--- config.mk ---
export PLATFORM = sky130hd
export DESIGN_NAME = dmem_arbiter
export DESIGN_NICKNAME = d
export VERILOG_FILES = /design/src/rtl/dmem_arbiter.sv
export SDC_FILE = /design/constraint.sdc
export NUM_CORES = 1
export LEC_CHECK = 0
export CAP_MARGIN = 20
export CORE_AREA = 2 2 90 92
export CTS_CLUSTER_DIAMETER = 200
export DETAILED_ROUTE_END_ITERATION = 10
export DIE_AREA = 0 0 92 94
export PLACE_DENSITY = 0.7
export SLEW_MARGIN = 20
export SYNTH_ARGS = -nofsm -noshare
export SYNTH_HDL_FRONTEND = slang
export SYNTH_SLANG_ARGS = --single-unit
--- constraint.sdc ---
create_clock -name clk -period 2.3 [get_ports clk]
set_input_delay 0.46 -clock clk [delete_from_list [all_inputs] [get_ports clk]]
set_output_delay 0.46 -clock clk [all_outputs]
set_load 0.05 [all_outputs]
--- src/rtl/dmem_arbiter.sv ---
// Two-requester round-robin arbiter for the single-port data memory, with a bounded burst lock for m1.
// Optional grant/conflict counters are built when DMEM_ARB_STATS_EN is defined.
module dmem_arbiter #(
    parameter int ADDR_W    = 9,
    parameter int DATA_W    = 32,
    parameter int BURST_MAX = 4
) (
    input  logic              clk,
    input  logic              reset,
    input  logic              m0_req,
    input  logic              m0_we,
    input  logic [ADDR_W-1:0] m0_addr,
    input  logic [DATA_W-1:0] m0_wdata,
    output logic              m0_gnt,
    output logic              m0_rvalid,
    output logic [DATA_W-1:0] m0_rdata,
    input  logic              m1_req,
    input  logic              m1_we,
    input  logic              m1_lock,
    input  logic [ADDR_W-1:0] m1_addr,
    input  logic [DATA_W-1:0] m1_wdata,
    output logic              m1_gnt,
    output logic              m1_rvalid,
    output logic [DATA_W-1:0] m1_rdata,
    output logic              wr,
    output logic              rd,
    output logic [ADDR_W-1:0] addr,
    output logic [DATA_W-1:0] wr_data,
`ifdef DMEM_ARB_STATS_EN
    output logic [15:0]       stat_m0_grants,
    output logic [15:0]       stat_m1_grants,
    output logic [15:0]       stat_conflicts,
`endif
    input  logic [DATA_W-1:0] rd_data
);

    localparam logic [3:0] BURST_LIM = 4'(BURST_MAX);

    logic       prio_q, prio_d;
    logic [3:0] burst_cnt_q, burst_cnt_d;
    logic       rvalid_q, rvalid_d;
    logic       owner_q, owner_d;

    logic both_req;
    logic lock_act;
    logic burst_full;
    logic gnt0;
    logic gnt1;
    logic sel_we;

    always_comb begin
        gnt0       = 1'b0;
        gnt1       = 1'b0;
        both_req   = m0_req & m1_req;
        lock_act   = m1_req & m1_lock;
        burst_full = (burst_cnt_q >= BURST_LIM);
        if (reset) begin
            if (both_req) begin
                // Under lock m1 wins until the burst budget is spent, then m0 gets one slot.
                if (m1_lock) begin
                    gnt1 = ~burst_full;
                    gnt0 = burst_full;
                end else begin
                    gnt1 = prio_q;
                    gnt0 = ~prio_q;
                end
            end else begin
                gnt0 = m0_req;
                gnt1 = m1_req;
            end
        end
    end

    always_comb begin
        sel_we  = gnt1 ? m1_we    : m0_we;
        addr    = gnt1 ? m1_addr  : m0_addr;
        wr_data = gnt1 ? m1_wdata : m0_wdata;
        wr      = (gnt0 | gnt1) & sel_we;
        rd      = (gnt0 | gnt1) & ~sel_we;
    end

    assign m0_gnt    = gnt0;
    assign m1_gnt    = gnt1;
    assign m0_rdata  = rd_data;
    assign m1_rdata  = rd_data;
    assign m0_rvalid = rvalid_q & ~owner_q;
    assign m1_rvalid = rvalid_q & owner_q;

    always_comb begin
        prio_d = prio_q;
        if (lock_act) begin
            prio_d = 1'b1;
        end else if (gnt0) begin
            prio_d = 1'b1;
        end else if (gnt1) begin
            prio_d = 1'b0;
        end

        // Saturating at the limit lets an uncontended burst run forever.
        burst_cnt_d = burst_cnt_q;
        if (!lock_act) begin
            burst_cnt_d = 4'd0;
        end else if (gnt1) begin
            burst_cnt_d = burst_full ? BURST_LIM : burst_cnt_q + 4'd1;
        end else if (gnt0) begin
            burst_cnt_d = 4'd0;
        end

        rvalid_d = rd;
        owner_d  = gnt1;
    end

    always_ff @(posedge clk) begin
        if (!reset) begin
            prio_q      <= 1'b0;
            burst_cnt_q <= 4'd0;
            rvalid_q    <= 1'b0;
            owner_q     <= 1'b0;
        end else begin
            prio_q      <= prio_d;
            burst_cnt_q <= burst_cnt_d;
            rvalid_q    <= rvalid_d;
            owner_q     <= owner_d;
        end
    end

`ifdef DMEM_ARB_STATS_EN
    logic [15:0] st_m0_q, st_m0_d;
    logic [15:0] st_m1_q, st_m1_d;
    logic [15:0] st_cf_q, st_cf_d;

    always_comb begin
        st_m0_d = st_m0_q + 16'(gnt0);
        st_m1_d = st_m1_q + 16'(gnt1);
        st_cf_d = st_cf_q + 16'(both_req);
    end

    always_ff @(posedge clk) begin
        if (!reset) begin
            st_m0_q <= 16'd0;
            st_m1_q <= 16'd0;
            st_cf_q <= 16'd0;
        end else begin
            st_m0_q <= st_m0_d;
            st_m1_q <= st_m1_d;
            st_cf_q <= st_cf_d;
        end
    end

    assign stat_m0_grants = st_m0_q;
    assign stat_m1_grants = st_m1_q;
    assign stat_conflicts = st_cf_q;
`endif

endmodule

==> results of run 1 <==
-- cells by family after synthesis --
kind of cell / synth area share (%)
buffers and inverters: 39.3
multiplexers: 33.7
AND/OR/NAND/NOR: 8.77
AO/OA/AOI/OAI: 6.85
flip-flops: 10.2
adder cells (fa/ha/maj): 0.913
other: 0.274
-- worst max-delay path by stage --
stage                                           start           to  slack [ns]  depth (start not counted)
after floorplan                               m1_lock  wr_data[25]       -0.07                          5
after global placement                        m1_lock  wr_data[31]       -0.55                          6
after detailed placement                      m1_lock  wr_data[14]       -0.56                          6
after CTS                 burst_cnt_q[2]$_SDFFE_PN0P_  wr_data[31]       -0.17                          7
after global routing      burst_cnt_q[2]$_SDFFE_PN0P_   wr_data[9]       -0.12                          6
final                     burst_cnt_q[2]$_SDFFE_PN0P_      addr[2]       -0.07                          6
-- power groups by stage --
| stage | sequential (mW) | combinational [mW] | clock (mW) |
|---|---|---|---|
| after CTS | 0.131 | 0.894 | 0.171 |
| after global routing | 0.131 | 0.911 | 0.186 |
| after detailed placement | 0.133 | 0.821 | 0 |
| final | 0.131 | 0.878 | 0.166 |
| after global placement | 0.133 | 0.813 | 0 |
| after floorplan | 0.132 | 0.658 | 0 |
-- cells in the final DEF (no fill, tap or decap), types with 2 or more instances in the layout --
master and n:
clkdlybuf4s50_1 86, buf_12 46, mux2_4 35, buf_4 11, mux2_2 6, dfxtp_1 6, nand3_1 4, buf_6 4
nand2_1 3, clkbuf_8 3, nand2b_1 2, a21oi_1 2, and3_1 2, nor2b_1 2, buf_16 2, dlygate4sd2_1 2
-- final cells by class --
class | count | area [µm²] | share of cell area [%]
clock buffers | 4 | 45.0 | 1.43
multi-input cells | 75 | 846 | 26.8
well taps | 102 | 128 | 4.05
repair buffers | 152 | 1990 | 63.2
flip-flops and latches | 7 | 141 | 4.48
-- critical path: stages (launching register included) --
cell     delay, ns
dfxtp_2       0.31
or3b_4        0.40
a31oi_4       0.19
buf_6         0.17
buf_16        0.14
mux2_4        0.32
buf_12        0.15
-- state kept, by name (all words and copies together) (netlist names) --
signal	count
rvalid_q	1
prio_q	1
owner_q	1
burst_cnt_q	4
-- what timing repair did --
action | in CTS | in global routing
cloned | 3 | 0
pin swaps | 4 | 1
endpoints found under the setup margin | 45 | 44
buffers inserted | 6 | 0
hold buffers | 0 | 0
resized for setup | 46 | 6
-- metrics by stage --
stage / setup WS, ns / util (%)
after global routing: -0.123 / 41.5
after CTS: -0.172 / 42.1
after global placement: -0.550 / 37.8
after floorplan: -0.0714 / -
final: -0.0695 / 41.5
after detailed placement: -0.557 / 37.8
-- routing by layer --
| layer | GRT usage [%] | up-vias | part of all wire [%] |
|---|---|---|---|
| met5 | 0 | - | 0 |
| met4 | 1.37 | 0 | 0.11 |
| met3 | 6.18 | 2 | 13 |
| met2 | 20.2 | 106 | 44 |
| met1 | 16.2 | 655 | 42 |
| li1 | - | 633 | - |
==> impl_metrics.py, run 1 <==
metrics = {
    "outcome": {
        "run_status": "finished, violations left",
        "violations": "setup timing",
    },
    "pwr": {
        "internal_power_mw": 0.739,
        "power_leakage_nw": 1.34,
        "p_sw_mw": 0.437,
        "p_seq_share_pct": 11.1,
        "swShare_pct": 37.2,
        "report.power.total_mw": 1.18,
        "share_comb_of_total_power_pct": 74.7,
        "vdd_ir_drop_max_v": 0.000347,
        "p_clk_share_pct": 14.2,
        "power_density_nw_per_um2": 373,
    },
    "sta": {
        "post-route-period-util_pct": 103,
        "setup_tns_ns": -1.72,
        "worst_slew_pin_slew_ns": 0.506,
        "setup_ws_ns": -0.0695,
        "rsz0062_at_grt": "yes",
        "period_needed_ns": 2.37,
        "hold_viol_final": 0,
        "holdWs_ns": 0.424,
        "slew_viol_final": 0,
        "relSlewSlack_pct": 66.2,
        "fin_worst_skew_ns": 0.00505,
        "finalSetupViolations": 36,
        "fmax_mhz": 422,
    },
    "synth": {
        "yosysMostFrequentCell": "buf_4",
        "synth_fp_nets": 275,
        "syn_area_per_cell_um2": 8.95,
        "yosysTopAreaCellShare_pct": 35.1,
        "yosys.cell_types.count": 30,
        "yosysWarnings": 0,
        "synth-async-reset-ratio_pct": 0,
        "ys_seq_elements": 7,
        "synth_area_leaders": "buf_4 35%, mux2_2 30%, dfxtp_1 10%, buf_6 3.3%, mux2_1 3.3%",
        "synth_enable_flop_cells": 0,
        "synth_common_cells": "64 x buf_4, 37 x mux2_2, 7 x dfxtp_1",
        "synthFlopType": "dfxtp_1",
        "yosysSeqAreaShare_pct": 10.2,
        "synthCells": 153,
        "synth_area_um2": 1370,
        "yosys.area.top_type": "buf_4",
    },
    "critical_path": {
        "r2r_end": "rvalid_q$_SDFF_PN0_",
        "r2r_start": "burst_cnt_q[2]$_SDFFE_PN0P_",
        "reg2reg_slack_ns": 0.78,
        "required_ns": 1.84,
        "crit_arrival_ns": 1.91,
        "end_kind": "output port",
        "critPathKind": "reg2out",
        "critPathMaxFanout": 8,
        "r2r_cells": 4,
        "start_kind": "register",
    },
    "clock_tree": {
        "cts_buffers": 3,
        "path_clk_slew_ns": 0.04,
        "clk_path_buf_depth": 2,
        "clk_latency_ns": 0.22,
        "cts_root_buf": "clkbuf_8",
        "cts_tree": "yes",
        "ctsHtreeMaxLevel": 1,
        "clock_sinks": 7,
    },
    "final_layout": {
        "drive_gt1_share_pct": 47.5,
        "final_cells": 340,
        "fin_nets": 361,
        "diodes": 0,
        "n_fill_cell": 714,
        "finalInstanceArea_um2": 3150,
        "area_growth_pct": 130,
    },
    "floorplanning": {
        "die_area_um2": 8650,
        "die_w_um": 92,
        "die_y_um": 94,
        "num_io_pins": 232,
        "start_util_pct": 18.0,
        "core_area_um2": 7610,
        "row_count": 32,
    },
    "global_routing": {
        "antenna_found_initial": 0,
        "grt_pass1_wl_um": 8630,
        "grt_max_degree": 12,
        "track_usage_pct": 12.7,
        "grt_pass1_vias": 1436,
        "gr-total-overflow": 0,
    },
    "placement": {
        "dp_hpwl_um": 4430,
        "dp.cells": 330,
        "io_buffers": 135,
        "gp_congestion": 0.745,
        "placed_area_um2": 2880,
    },
    "routing": {
        "drt_iter0_drc": 24,
        "avgViaCountPerCell": 4.11,
        "final_antenna_net_count": 0,
        "dr.pass1.iters": 4,
        "drcViolationCount": 0,
        "vias": 1396,
        "routedWlPerCell_um": 16.5,
        "finalWirelength_um": 5620,
    },
    "min_path": {
        "hold_class": "reg2reg",
        "hold_depth": 1,
        "hold_end": "burst_cnt_q[0]$_SDFFE_PN0P_",
        "hold_start": "burst_cnt_q[0]$_SDFFE_PN0P_",
    },
    "flow_run": {
        "max-cap-violations": 0,
    },
}
(Power assumes the default switching activity.)
==> inputs of run 2 (changes only) <==
PLACE_DENSITY = 0.67   (was 0.7)
==> run 2 against run 1 <==
The flow still finishes with violations (setup timing). Final cell count is the same. Hold slack gained 0.0032 ns. Critical path depth is the same. Fmax shrank 3.2%. Sequential power is essentially flat. Global-route usage is essentially flat. Design area shrank 0.40%. Power is essentially flat. Sequential cell count is the same. Routed wire length shrank 0.28%. Sequential share of layout area grew 0.058 points. Clock skew shrank 0.0030 ns.
==> impl_metrics.py, run 2 (synthesis results as in run 1) <==
metrics = {
    "global_routing": {
        "antenna_found_initial": 0,
        "gr-total-overflow": 0,
        "grt_max_degree": 12,
        "track_usage_pct": 12.7,
        "grt_pass1_vias": 1474,
        "grt_pass1_wl_um": 8460,
    },
    "sta": {
        "holdWs_ns": 0.427,
        "finalSetupViolations": 41,
        "setup_ws_ns": -0.148,
        "setup_tns_ns": -4.91,
        "period_needed_ns": 2.45,
        "rsz0062_at_grt": "yes",
        "relSlewSlack_pct": 63.6,
        "fmax_mhz": 409,
        "hold_viol_final": 0,
        "fin_worst_skew_ns": 0.00207,
        "post-route-period-util_pct": 106,
        "slew_viol_final": 0,
        "worst_slew_pin_slew_ns": 0.544,
    },
    "critical_path": {
        "crit_arrival_ns": 1.99,
        "end_kind": "output port",
        "r2r_end": "rvalid_q$_SDFF_PN0_",
        "critPathKind": "reg2out",
        "cpPeakStageDelay_ns": 0.41,
        "cpMaxStageDelayCell": "or3b_4",
        "r2r_cells": 4,
        "reg2reg_slack_ns": 0.84,
        "r2r_start": "burst_cnt_q[3]$_SDFFE_PN0P_",
        "required_ns": 1.84,
        "crit_chain": "or3b_4 -> a31oi_4 -> buf_6 -> buf_16 -> mux2_4 -> buf_12",
        "critPathMaxFanout": 8,
        "start_kind": "register",
    },
    "min_path": {
        "hold_depth": 1,
        "hold_start": "burst_cnt_q[0]$_SDFFE_PN0P_",
        "hold_class": "reg2reg",
        "hold_end": "burst_cnt_q[0]$_SDFFE_PN0P_",
    },
    "routing": {
        "routedWlPerCell_um": 16.5,
        "vias": 1358,
        "avgViaCountPerCell": 3.99,
        "finalWirelength_um": 5600,
        "drt_iter0_drc": 16,
        "final_antenna_net_count": 0,
        "drcViolationCount": 0,
        "dr.pass1.iters": 4,
    },
    "final_layout": {
        "diodes": 0,
        "final_core_util_pct": 41.3,
        "layout_common_cells": "86 x clkdlybuf4s50_1, 46 x buf_12, 34 x mux2_4",
        "largest_register_ffs": 4,
        "n_fill_cell": 708,
        "regMostFlops": "burst_cnt_q",
        "final_common_cell": "clkdlybuf4s50_1",
        "drive_gt1_share_pct": 47.9,
        "finalInstanceArea_um2": 3140,
        "area_growth_pct": 129,
        "fin_nets": 361,
    },
    "clock_tree": {
        "clk_latency_ns": 0.22,
        "clock_sinks": 7,
        "cts_root_buf": "clkbuf_8",
        "ctsHtreeMaxLevel": 1,
        "clk_path_buf_depth": 2,
        "cts_buffers": 3,
        "path_clk_slew_ns": 0.04,
        "cts_tree": "yes",
        "cts_hold_buf": 0,
    },
    "flow_run": {
        "max-cap-violations": 0,
    },
    "floorplanning": {
        "die_y_um": 94,
        "core_area_um2": 7610,
        "die_area_um2": 8650,
        "start_util_pct": 18.0,
        "num_io_pins": 232,
        "die_w_um": 92,
        "row_count": 32,
    },
    "pwr": {
        "vdd_ir_drop_max_v": 0.000233,
        "power_leakage_nw": 1.32,
        "power_density_nw_per_um2": 374,
        "report.power.total_mw": 1.18,
    },
    "outcome": {
        "run_status": "finished, violations left",
        "violations": "setup timing",
    },
    "placement": {
        "placed_area_um2": 2880,
        "io_buffers": 135,
        "dp_hpwl_um": 4350,
        "gp_congestion": 0.789,
    },
}
[run 2: cell types whose count changed in the layout (fill, tap and decap cells not counted), sizes merged]
| cell | before | now |
|---|---|---|
| dlymetal6s2s | 1 | 0 |
| dlygate4sd2 | 2 | 3 |
[run 2: how the worst max path moves through the flow]
| stage | from | endpoint | cells after the start |
|---|---|---|---|
| 3_3_place_gp | m1_lock | addr[0] | 6 |
| 5_1_grt | burst_cnt_q[3]$_SDFFE_PN0P_ | wr_data[5] | 6 |
| 2_1_floorplan | m1_lock | wr_data[25] | 5 |
| 3_5_place_dp | m1_lock | wr_data[7] | 6 |
| 4_1_cts | burst_cnt_q[2]$_SDFFE_PN0P_ | wr_data[7] | 7 |
| 6_report | burst_cnt_q[3]$_SDFFE_PN0P_ | wr_data[9] | 6 |
[run 2: through the flow]
step	worst slack (ns)	instances
after floorplan	-0.0714	153
after global placement	-0.554	330
after detailed placement	-0.571	330
after CTS	-0.133	344
after global routing	-0.214	340
final	-0.148	340
[run 2: power breakdown]
part / internal [mW] / leakage (nW) / switching (mW) / total (mW)
Combinational: 0.489 / 1.23 / 0.385 / 0.874
Clock: 0.120 / 0.0228 / 0.0507 / 0.170
Sequential: 0.128 / 0.0581 / 0.00295 / 0.131
Total: 0.737 / 1.32 / 0.439 / 1.18
[run 2: repair_timing]
| action | 4_1_cts | 5_1_grt |
|---|---|---|
| setup endpoints to repair | 45 | 42 |
| cloned | 3 | 0 |
| pin swaps | 3 | 2 |
| buffers inserted | 7 | 0 |
| gates resized for setup | 46 | 6 |
[run 2: per-layer routing]
layer  vias to the layer above  part of all wire, %  global-route usage, %
li1                        634                    -                      -
met1                       607                   38                   13.9
met2                       110                   46                   21.6
met3                         7                   15                   7.54
met4                         0                 0.71                   2.24
met5                         -                    0                      0
[run 2: final cells by class]
class / count / area (µm²) / share of cell area, %
Multi-Input combinational cell: 75 / 832 / 26.5
Clock buffer: 4 / 45.0 / 1.43
Sequential cell: 7 / 143 / 4.54
Tap cell: 102 / 128 / 4.06
Timing Repair Buffer: 152 / 1990 / 63.5
[run 2: worst max-delay path: cells and delay by family, from the launching register on]
kind / cells / cell delay (ns)
compound gates: 1 / 0.25
buf+inv: 3 / 0.46
flops: 1 / 0.31
mux: 1 / 0.32
simple gates: 1 / 0.41
